==> src/rtl/painel_pkg.sv <==
// Shared definitions for the panel shift-register sequencer:
// cell-mux select codes, sequencer states and speed-select width.
package painel_pkg;

  localparam int VEL_W = 2;

  localparam logic [1:0] SEL_CARGA     = 2'b00;
  localparam logic [1:0] SEL_POSTERIOR = 2'b01;
  localparam logic [1:0] SEL_ANTERIOR  = 2'b10;
  localparam logic [1:0] SEL_MANTER    = 2'b11;

  typedef enum logic [1:0] {
    OCIOSO  = 2'b00,
    CARREGA = 2'b01,
    ROLANDO = 2'b10,
    PAUSADO = 2'b11
  } estado_t;

endpackage

==> src/rtl/divisor_tick.sv <==
// Scroll-period prescaler: one-cycle tick every P = DIV_BASE << vel cycles,
// freezable via enable, restartable via synchronous clear; P latched per period.
module divisor_tick
  import painel_pkg::*;
#(
  parameter int DIV_BASE = 4
) (
  input  logic             clk,
  input  logic             rst_n,
  input  logic             i_en,
  input  logic             i_clr,
  input  logic [VEL_W-1:0] i_vel,
  output logic             o_tick
);

  localparam int PMAX = DIV_BASE << ((1 << VEL_W) - 1);
  localparam int CW   = $clog2(PMAX + 1);

  logic [CW-1:0] r_cnt;
  logic [CW-1:0] r_periodo;
  logic [CW-1:0] w_periodo_novo;
  logic          w_fim;

  // End-of-period detect and period length for the next period
  always_comb begin
    w_periodo_novo = CW'(DIV_BASE) << i_vel;
    w_fim          = (r_cnt == (r_periodo - CW'(1)));
    o_tick         = i_en & ~i_clr & w_fim;
  end

  // Counter and latched period; a clear or a wrap both start a new period
  always_ff @(posedge clk or negedge rst_n) begin
    if (!rst_n) begin
      r_cnt     <= {CW{1'b0}};
      r_periodo <= CW'(DIV_BASE);
    end else if (i_clr || (i_en && w_fim)) begin
      r_cnt     <= {CW{1'b0}};
      r_periodo <= w_periodo_novo;
    end else if (i_en) begin
      r_cnt     <= r_cnt + CW'(1);
    end
  end

endmodule

==> src/rtl/controle_rolagem.sv <==
// Universal shift-register sequencer: drives the shared (s1,s0) cell select to
// load, scroll, pause or hold, and tracks scroll position with a wrap pulse.
module controle_rolagem
  import painel_pkg::*;
#(
  parameter int WIDTH    = 16,
  parameter int DIV_BASE = 4
) (
  input  logic                     clk,
  input  logic                     rst_n,
  input  logic                     carregar,
  input  logic                     iniciar,
  input  logic                     parar,
  input  logic                     pausa,
  input  logic                     direcao,
  input  logic [VEL_W-1:0]         velocidade,
  output logic                     s1,
  output logic                     s0,
  output logic                     ocupado,
  output logic [$clog2(WIDTH)-1:0] posicao,
  output logic                     fim_volta
);

  localparam int             PW      = $clog2(WIDTH);
  localparam logic [PW-1:0]  POS_MAX = PW'(WIDTH - 1);

  estado_t       r_estado;
  estado_t       w_estado_prox;
  logic [1:0]    r_sel;
  logic [1:0]    w_sel_prox;
  logic          r_direcao;
  logic          r_ocupado;
  logic          r_fim_volta;
  logic [PW-1:0] r_posicao;
  logic          w_en;
  logic          w_clr;
  logic          w_tick;

  divisor_tick #(
    .DIV_BASE (DIV_BASE)
  ) u_divisor (
    .clk    (clk),
    .rst_n  (rst_n),
    .i_en   (w_en),
    .i_clr  (w_clr),
    .i_vel  (velocidade),
    .o_tick (w_tick)
  );

  // Prescaler runs through the load cycle and scrolling, frozen while paused
  always_comb begin
    w_clr = carregar | parar | (r_estado == OCIOSO);
    case (r_estado)
      CARREGA: w_en = 1'b1;
      ROLANDO: w_en = ~pausa;
      default: w_en = 1'b0;
    endcase
  end

  // Next state and next select; priority carregar > parar > pausa > iniciar
  always_comb begin
    w_estado_prox = r_estado;
    w_sel_prox    = SEL_MANTER;
    case (r_estado)
      OCIOSO: begin
        if (carregar) begin
          w_estado_prox = CARREGA;
          w_sel_prox    = SEL_CARGA;
        end else if (iniciar && !parar && !pausa) begin
          w_estado_prox = ROLANDO;
        end else begin
          w_estado_prox = OCIOSO;
        end
      end
      CARREGA: begin
        if (carregar) begin
          w_estado_prox = CARREGA;
          w_sel_prox    = SEL_CARGA;
        end else if (parar) begin
          w_estado_prox = OCIOSO;
        end else begin
          w_estado_prox = ROLANDO;
        end
      end
      ROLANDO: begin
        if (carregar) begin
          w_estado_prox = CARREGA;
          w_sel_prox    = SEL_CARGA;
        end else if (parar) begin
          w_estado_prox = OCIOSO;
        end else if (pausa) begin
          w_estado_prox = PAUSADO;
        end else if (w_tick) begin
          w_estado_prox = ROLANDO;
          w_sel_prox    = r_direcao ? SEL_POSTERIOR : SEL_ANTERIOR;
        end else begin
          w_estado_prox = ROLANDO;
        end
      end
      PAUSADO: begin
        if (carregar) begin
          w_estado_prox = CARREGA;
          w_sel_prox    = SEL_CARGA;
        end else if (parar) begin
          w_estado_prox = OCIOSO;
        end else if (pausa) begin
          w_estado_prox = PAUSADO;
        end else begin
          w_estado_prox = ROLANDO;
        end
      end
      default: begin
        w_estado_prox = OCIOSO;
      end
    endcase
  end

  // State, select and busy registers; direction sampled at each period start
  always_ff @(posedge clk or negedge rst_n) begin
    if (!rst_n) begin
      r_estado  <= OCIOSO;
      r_sel     <= SEL_MANTER;
      r_ocupado <= 1'b0;
      r_direcao <= 1'b0;
    end else begin
      r_estado  <= w_estado_prox;
      r_sel     <= w_sel_prox;
      r_ocupado <= (w_estado_prox != OCIOSO);
      if (w_clr || w_tick) begin
        r_direcao <= direcao;
      end
    end
  end

  // Position follows the shift that just took place; wrap pulse on reaching 0
  always_ff @(posedge clk or negedge rst_n) begin
    if (!rst_n) begin
      r_posicao   <= {PW{1'b0}};
      r_fim_volta <= 1'b0;
    end else if (carregar) begin
      r_posicao   <= {PW{1'b0}};
      r_fim_volta <= 1'b0;
    end else begin
      case (r_sel)
        SEL_ANTERIOR: begin
          r_posicao   <= (r_posicao == POS_MAX) ? {PW{1'b0}} : (r_posicao + PW'(1));
          r_fim_volta <= (r_posicao == POS_MAX);
        end
        SEL_POSTERIOR: begin
          r_posicao   <= (r_posicao == {PW{1'b0}}) ? POS_MAX : (r_posicao - PW'(1));
          r_fim_volta <= (r_posicao == PW'(1));
        end
        default: begin
          r_fim_volta <= 1'b0;
        end
      endcase
    end
  end

  assign s1        = r_sel[1];
  assign s0        = r_sel[0];
  assign ocupado   = r_ocupado;
  assign posicao   = r_posicao;
  assign fim_volta = r_fim_volta;

endmodule

==> config.mk <==
export PLATFORM = sky130hd
export DESIGN_NAME = controle_rolagem
export DESIGN_NICKNAME = d
export VERILOG_FILES = /design/src/rtl/painel_pkg.sv /design/src/rtl/divisor_tick.sv /design/src/rtl/controle_rolagem.sv
export SDC_FILE = /design/constraint.sdc
export NUM_CORES = 1
export LEC_CHECK = 0
export ABC_CLOCK_PERIOD_IN_PS = 2200
export CORE_MARGIN = 4
export CORE_UTILIZATION = 48
export DETAILED_ROUTE_END_ITERATION = 8
export HOLD_SLACK_MARGIN = 0.15
export PLACE_DENSITY = 0.74
export SETUP_SLACK_MARGIN = 0.15
export SYNTH_ARGS = -nofsm -noshare
export SYNTH_HDL_FRONTEND = slang
export SYNTH_SLANG_ARGS = --single-unit
export TNS_END_PERCENT = 1
==> constraint.sdc <==
create_clock -name clk -period 2.2 [get_ports clk]
set_clock_uncertainty 0.2 [all_clocks]
set_input_delay 0.44 -clock clk [delete_from_list [all_inputs] [get_ports clk]]
set_output_delay 0.44 -clock clk [all_outputs]
set_load 0.01 [all_outputs]
Word-level counts from Yosys, hierarchy flattened:

Index checks and enable logic that the tools add are counted.

* register bits after elaboration: 23
* bits of input ports: 9
* output and inout port bits: 8
* word-level logic and storage cells: 65

* $add $sub $neg: 4
* equality and inequality tests: 8
* shift operators: 1
* multiplexer cells: 24
* bitwise operators: 6
* reduce and logical (&&, ||, !) cells: 14

Operators by type and width (count)
* 2-bit two-way mux: 12
* 4-bit two-way mux: 3
* 6-bit two-way mux: 2
* 4-bit case mux with 2 select lines: 1
* 6-bit by 1-bit adder with 6-bit output (second input constant): 1
* 2-bit == test (second input constant): 3
* 6-bit == test: 1
* 2-bit case mux with 3 select lines: 1
* 3-bit by 2-bit left shift with 6-bit output (first input constant): 1
* 6-bit by 1-bit subtractor with 6-bit output (second input constant): 1
* 4-bit by 1-bit adder with 4-bit output (second input constant): 1
* 2-bit by 1-bit == test with 1-bit output (second input constant): 2
* 4-bit by 1-bit == test with 1-bit output (second input constant): 1
* 4-bit == test (second input constant): 1
* 4-bit zero test: 1
* 1-bit case mux with 2 select lines: 2
* 2-bit case mux with 2 select lines: 1
* 2-bit nonzero test: 2
* 4-bit by 1-bit subtractor with 4-bit output (second input constant): 1
* 1-bit logical AND: 3
* 3-bit nonzero test: 1
* 3-bit OR reduction: 1
* 1-bit AND: 2
* 1-bit zero test: 2
* other kinds (6): 10

Logic depth before layout (Yosys ltp):

* word-level depth: 10
* mapped depth: 8

Cells and area by module:

From an unflattened synthesis, not the netlist that was laid out.

* cell total of the unflattened synthesis: 133
* area, all modules: 1327.5 sq um

Modules (own cells, without submodules)
* controle_rolagem: times used 1, cells each 81, area an instance 748.2 sq um
* divisor_tick: times used 1, cells each 52, area an instance 579.3 sq um

Worst setup path after synthesis:

No wires, ideal clock.

* path type: register to register
* from: reg u_divisor.r_periodo[2]
* to: reg u_divisor.r_periodo[4]
* arrival time: 1.887 ns
* path slack: -0.015 ns
* cell stages (with the launch flop): 8
* path buffers: 1
* period minus slack after synthesis: 2.215 ns
* path through: dfstp_2 -> inv_1 -> ha_1 -> xor2_1 -> o2111ai_1 -> o31ai_2 -> buf_4 -> mux2_1

* cells in the longest elaborated chain, start to end: 4

Ends and longest elaborated chain
* start: declaration: RTL line divisor_tick.sv:20 `logic [CW-1:0] r_periodo;`
* start signal: assignment: RTL line divisor_tick.sv:35 `r_periodo <= CW'(DIV_BASE);`
* start signal: assignment: RTL line divisor_tick.sv:38 `r_periodo <= w_periodo_novo;`
* 6-bit by 1-bit subtractor with 6-bit output: RTL line divisor_tick.sv:27 `w_fim = (r_cnt == (r_periodo - CW'(1)));`
* 6-bit == test: RTL line divisor_tick.sv:27
* 1-bit logical AND: RTL line divisor_tick.sv:36 `end else if (i_clr || (i_en && w_fim)) begin`
* 1-bit logical OR: RTL line divisor_tick.sv:36

No other way between the ends.
A chain may end at the register's enable or synchronous reset.

Worst setup path in the final report:

Same ends and word-level chain as after synthesis.

==> impl_metrics.csv <==
group,metric,value,unit
placed_design,io_buffers,16,
placed_design,dpl-instance-area,0.00151,mm²
yosys,syn-mean-instance-area,10.1,µm²
placed_design,place.gp.congestion,0.844,
power_and_ir_drop,p_leak,0.000721,µW
finish,stdcell_area,0.00159,mm²
sta,rsz0062_at_grt,"true",
placed_design,dpl.hpwl,1810,µm
cts,cts_root_buf,"clkbuf_4",
route,routed_wirelength,2420,µm
setup_path,r2r_slack,0.09,ns
job,maxCapViolCount,0,
setup_path,rr_startpoint,"u_divisor.r_periodo[2]",
cts,numCtsBuffers,3,
floorplanning,io_pins,17,
finish,fillers,192,
global_route,grtUsageTotal,15.5,%
global_route,grt_pass1_vias,975,
yosys,synth_edf_count,0,
setup_path,worstPathMaxFanout,5,
placed_design,pre_cts_ws,-0.0607,ns
sta,tightest_slew,0.579,ns
status,status,"finished clean",
sta,post-route-period-util,96.1,%
floorplanning,die_w,59.5,µm
cts,worstSkewPairLatency,0.31,ns
global_route,grt.overflow.total,0,
finish,seqCellArea,529,µm²
setup_path,startpoint_type,"register",
yosys,syn_inst,126,
sta,finalHoldViolCount,0,
sta,maxSlewHeadroom,60.4,%
cts,cts_buffer_depth,2,
setup_path,worst-setup-path-type,"reg -> reg",
floorplanning,die_height,59.5,µm
worst_hold_path,hold_class,"in -> async",
yosys,ys_ff_latch,21,
setup_path,crit_path_end_kind,"register",
power_and_ir_drop,total_power,905,µW
setup_path,cp_num_buf_inv,2,
yosys,synth_common_cells,"dfrtp_1, nor2_1, ha_1",
cts,cts_tree,"built",
yosys,yosysSeqAreaShare,41.5,%
yosys,synth_area_leaders,"dfrtp_1, ha_1, dfstp_2",
setup_path,critPathLaunch,"u_divisor.r_periodo[2]",
floorplanning,start_util,51.0,%
cts,h-tree-depth,1,
yosys,yosysUniqueCellTypes,40,
yosys,async_flop_share,100,%
finish,multi_input_area,721,µm²
setup_path,slowest_stage,"dfstp_2",
yosys,netlist.area_leader.share,35.3,%
setup_path,rr_endpoint,"u_divisor.r_periodo[4]",
power_and_ir_drop,ir_worst_vdd,397,µV
setup_path,cp.arrival,2.12,ns
route,drc_errors,0,
setup_path,ff2ff_path_depth,7,
global_route,grt_antenna_before_repair,0,
floorplanning,fp-row-count,18,
route,drt_iter0_drc,32,
finish,diodes,0,
finish,post-route-util,63.7,%
yosys,synth_most_common_cell,"dfrtp_1",
floorplanning,die_area,0.00355,mm²
setup_path,critical-path-top-delay-family,"flip-flops",
route,via_per_inst,5.36,
yosys,synthesis.area,0.00127,mm²
setup_path,path_cells,"inv_2, ha_4, xor2_2, o2111ai_2, o31ai_2, buf_4, mux2_4",
power_and_ir_drop,p_per_area,568,mW/mm²
global_route,grt_max_degree,22,
yosys,yosysTopAreaCell,"dfrtp_1",
yosys,ys_warn_count,0,
sta,layout_setup_ws,0.0861,ns
route,drt-pass1-iter-count,4,
setup_path,required,2.20,ns
setup_path,slowest_delay,0.56,ns
sta,drv_slew,0,
finish,syn_to_final_growth,24.9,%
finish,drive_gt1_share,17.9,%
sta,fin_crit,2.11,ns
sta,fmax,0.473,GHz
yosys,ys.flop_type,"dfrtp_1",
route,wl_per_cell,13.4,µm
route,vias,971,
global_route,grt_pass1_wl,4190,µm
route,postRouteAntennaNets,0,
cts,cts.sinks,21,
cts,clkTransAtPathRegs,0.12,ns
floorplanning,core_area,0.00250,mm²
sta,finalSetupViolCount,0,
yosys,mappedNetlistNets,146,
sta,setup_tns,0,ns
finish,nets,172,
## metrics by stage
stage / std cells / hold WS [ns]
2_1_floorplan: 126 / -0.0556
3_5_place_dp: 175 / 0.276
3_3_place_gp: 175 / 0.268
5_1_grt: 181 / 0.275
4_1_cts: 181 / 0.270
6_report: 181 / 0.266
## cell families (layout without fill, tap and decap cells)
kind of cell,after synthesis,count (layout),synth area share [%]
multiplexers,7,7,6.77
buffers and inverters,15,40,4.81
XOR/XNOR,12,12,8.24
AND/OR/NAND/NOR,39,39,16.3
flip-flops,21,21,41.5
AO/OA/AOI/OAI,21,21,11.6
adder cells (fa/ha/maj),11,11,10.8
## sequential cells by signal, indices dropped and copies added, names as in the netlist
signal / cells
fim_volta: 1
ocupado: 1
posicao: 4
r_direcao: 1
r_estado: 2
r_sel: 2
u_divisor.r_cnt: 6
u_divisor.r_periodo: 4
## worst reg2reg max path, delay by kind of cell, from the launching register on
kind / cells / cell delay (ns)
multiplexers: 1 / 0.31
flip-flops: 1 / 0.56
XOR/XNOR: 1 / 0.14
AO/OA/AOI/OAI: 2 / 0.32
buffers and inverters: 2 / 0.22
adder cells (fa/ha/maj): 1 / 0.26
## how the worst max path moves through the flow
stage | endpoint | slack (ns) | depth (start not counted)
after global routing | u_divisor.r_periodo[4] | -0.04 | 7
after detailed placement | u_divisor.r_periodo[4] | -0.06 | 6
final | u_divisor.r_periodo[4] | 0.09 | 7
after floorplan | u_divisor.r_periodo[4] | -0.01 | 7
after CTS | u_divisor.r_periodo[4] | 0.02 | 7
after global placement | r_direcao | -0.005 | 6
## layer usage
metal,track usage [%],vias to the layer above,routed length [µm]
met1,18.2,464,1070
li1,-,490,-
met2,27.8,15,1250
met3,3.27,2,76
met5,0,-,0
met4,5.38,0,28
## layout make-up
class | instances | area share (%)
Clock inverter | 1 | 0.314
Timing Repair Buffer | 26 | 15.1
Inverter | 10 | 2.36
Sequential cell | 21 | 33.2
Multi-Input combinational cell | 90 | 45.2
Clock buffer | 3 | 1.41
Tap cell | 30 | 2.36
## report_power, final
part | internal, µW | total, µW | leakage, µW | switching [µW]
combinational | 138 | 266 | 0.000433 | 128
sequential | 418 | 451 | 0.000270 | 33.2
clock | 68.0 | 188 | 0.0000177 | 120
## placed cells by master, fill, tap and decap left out, types with 4 or more instances in the layout
master and n:
dfrtp_1 18, nor2_1 14, clkdlybuf4s50_1 14, ha_1 10
buf_4 10, inv_1 9, xor2_1 6, o21ai_0 5
xnor2_1 5, nand2_1 4
## what timing repair did
action,CTS,global route
endpoints found under the setup margin,10,18
hold buffers,0,0
gates resized for setup,5,4
buffers inserted,2,0
pin swaps,3,2
cloned,0,0
Power figures use the tool's default switching activity.
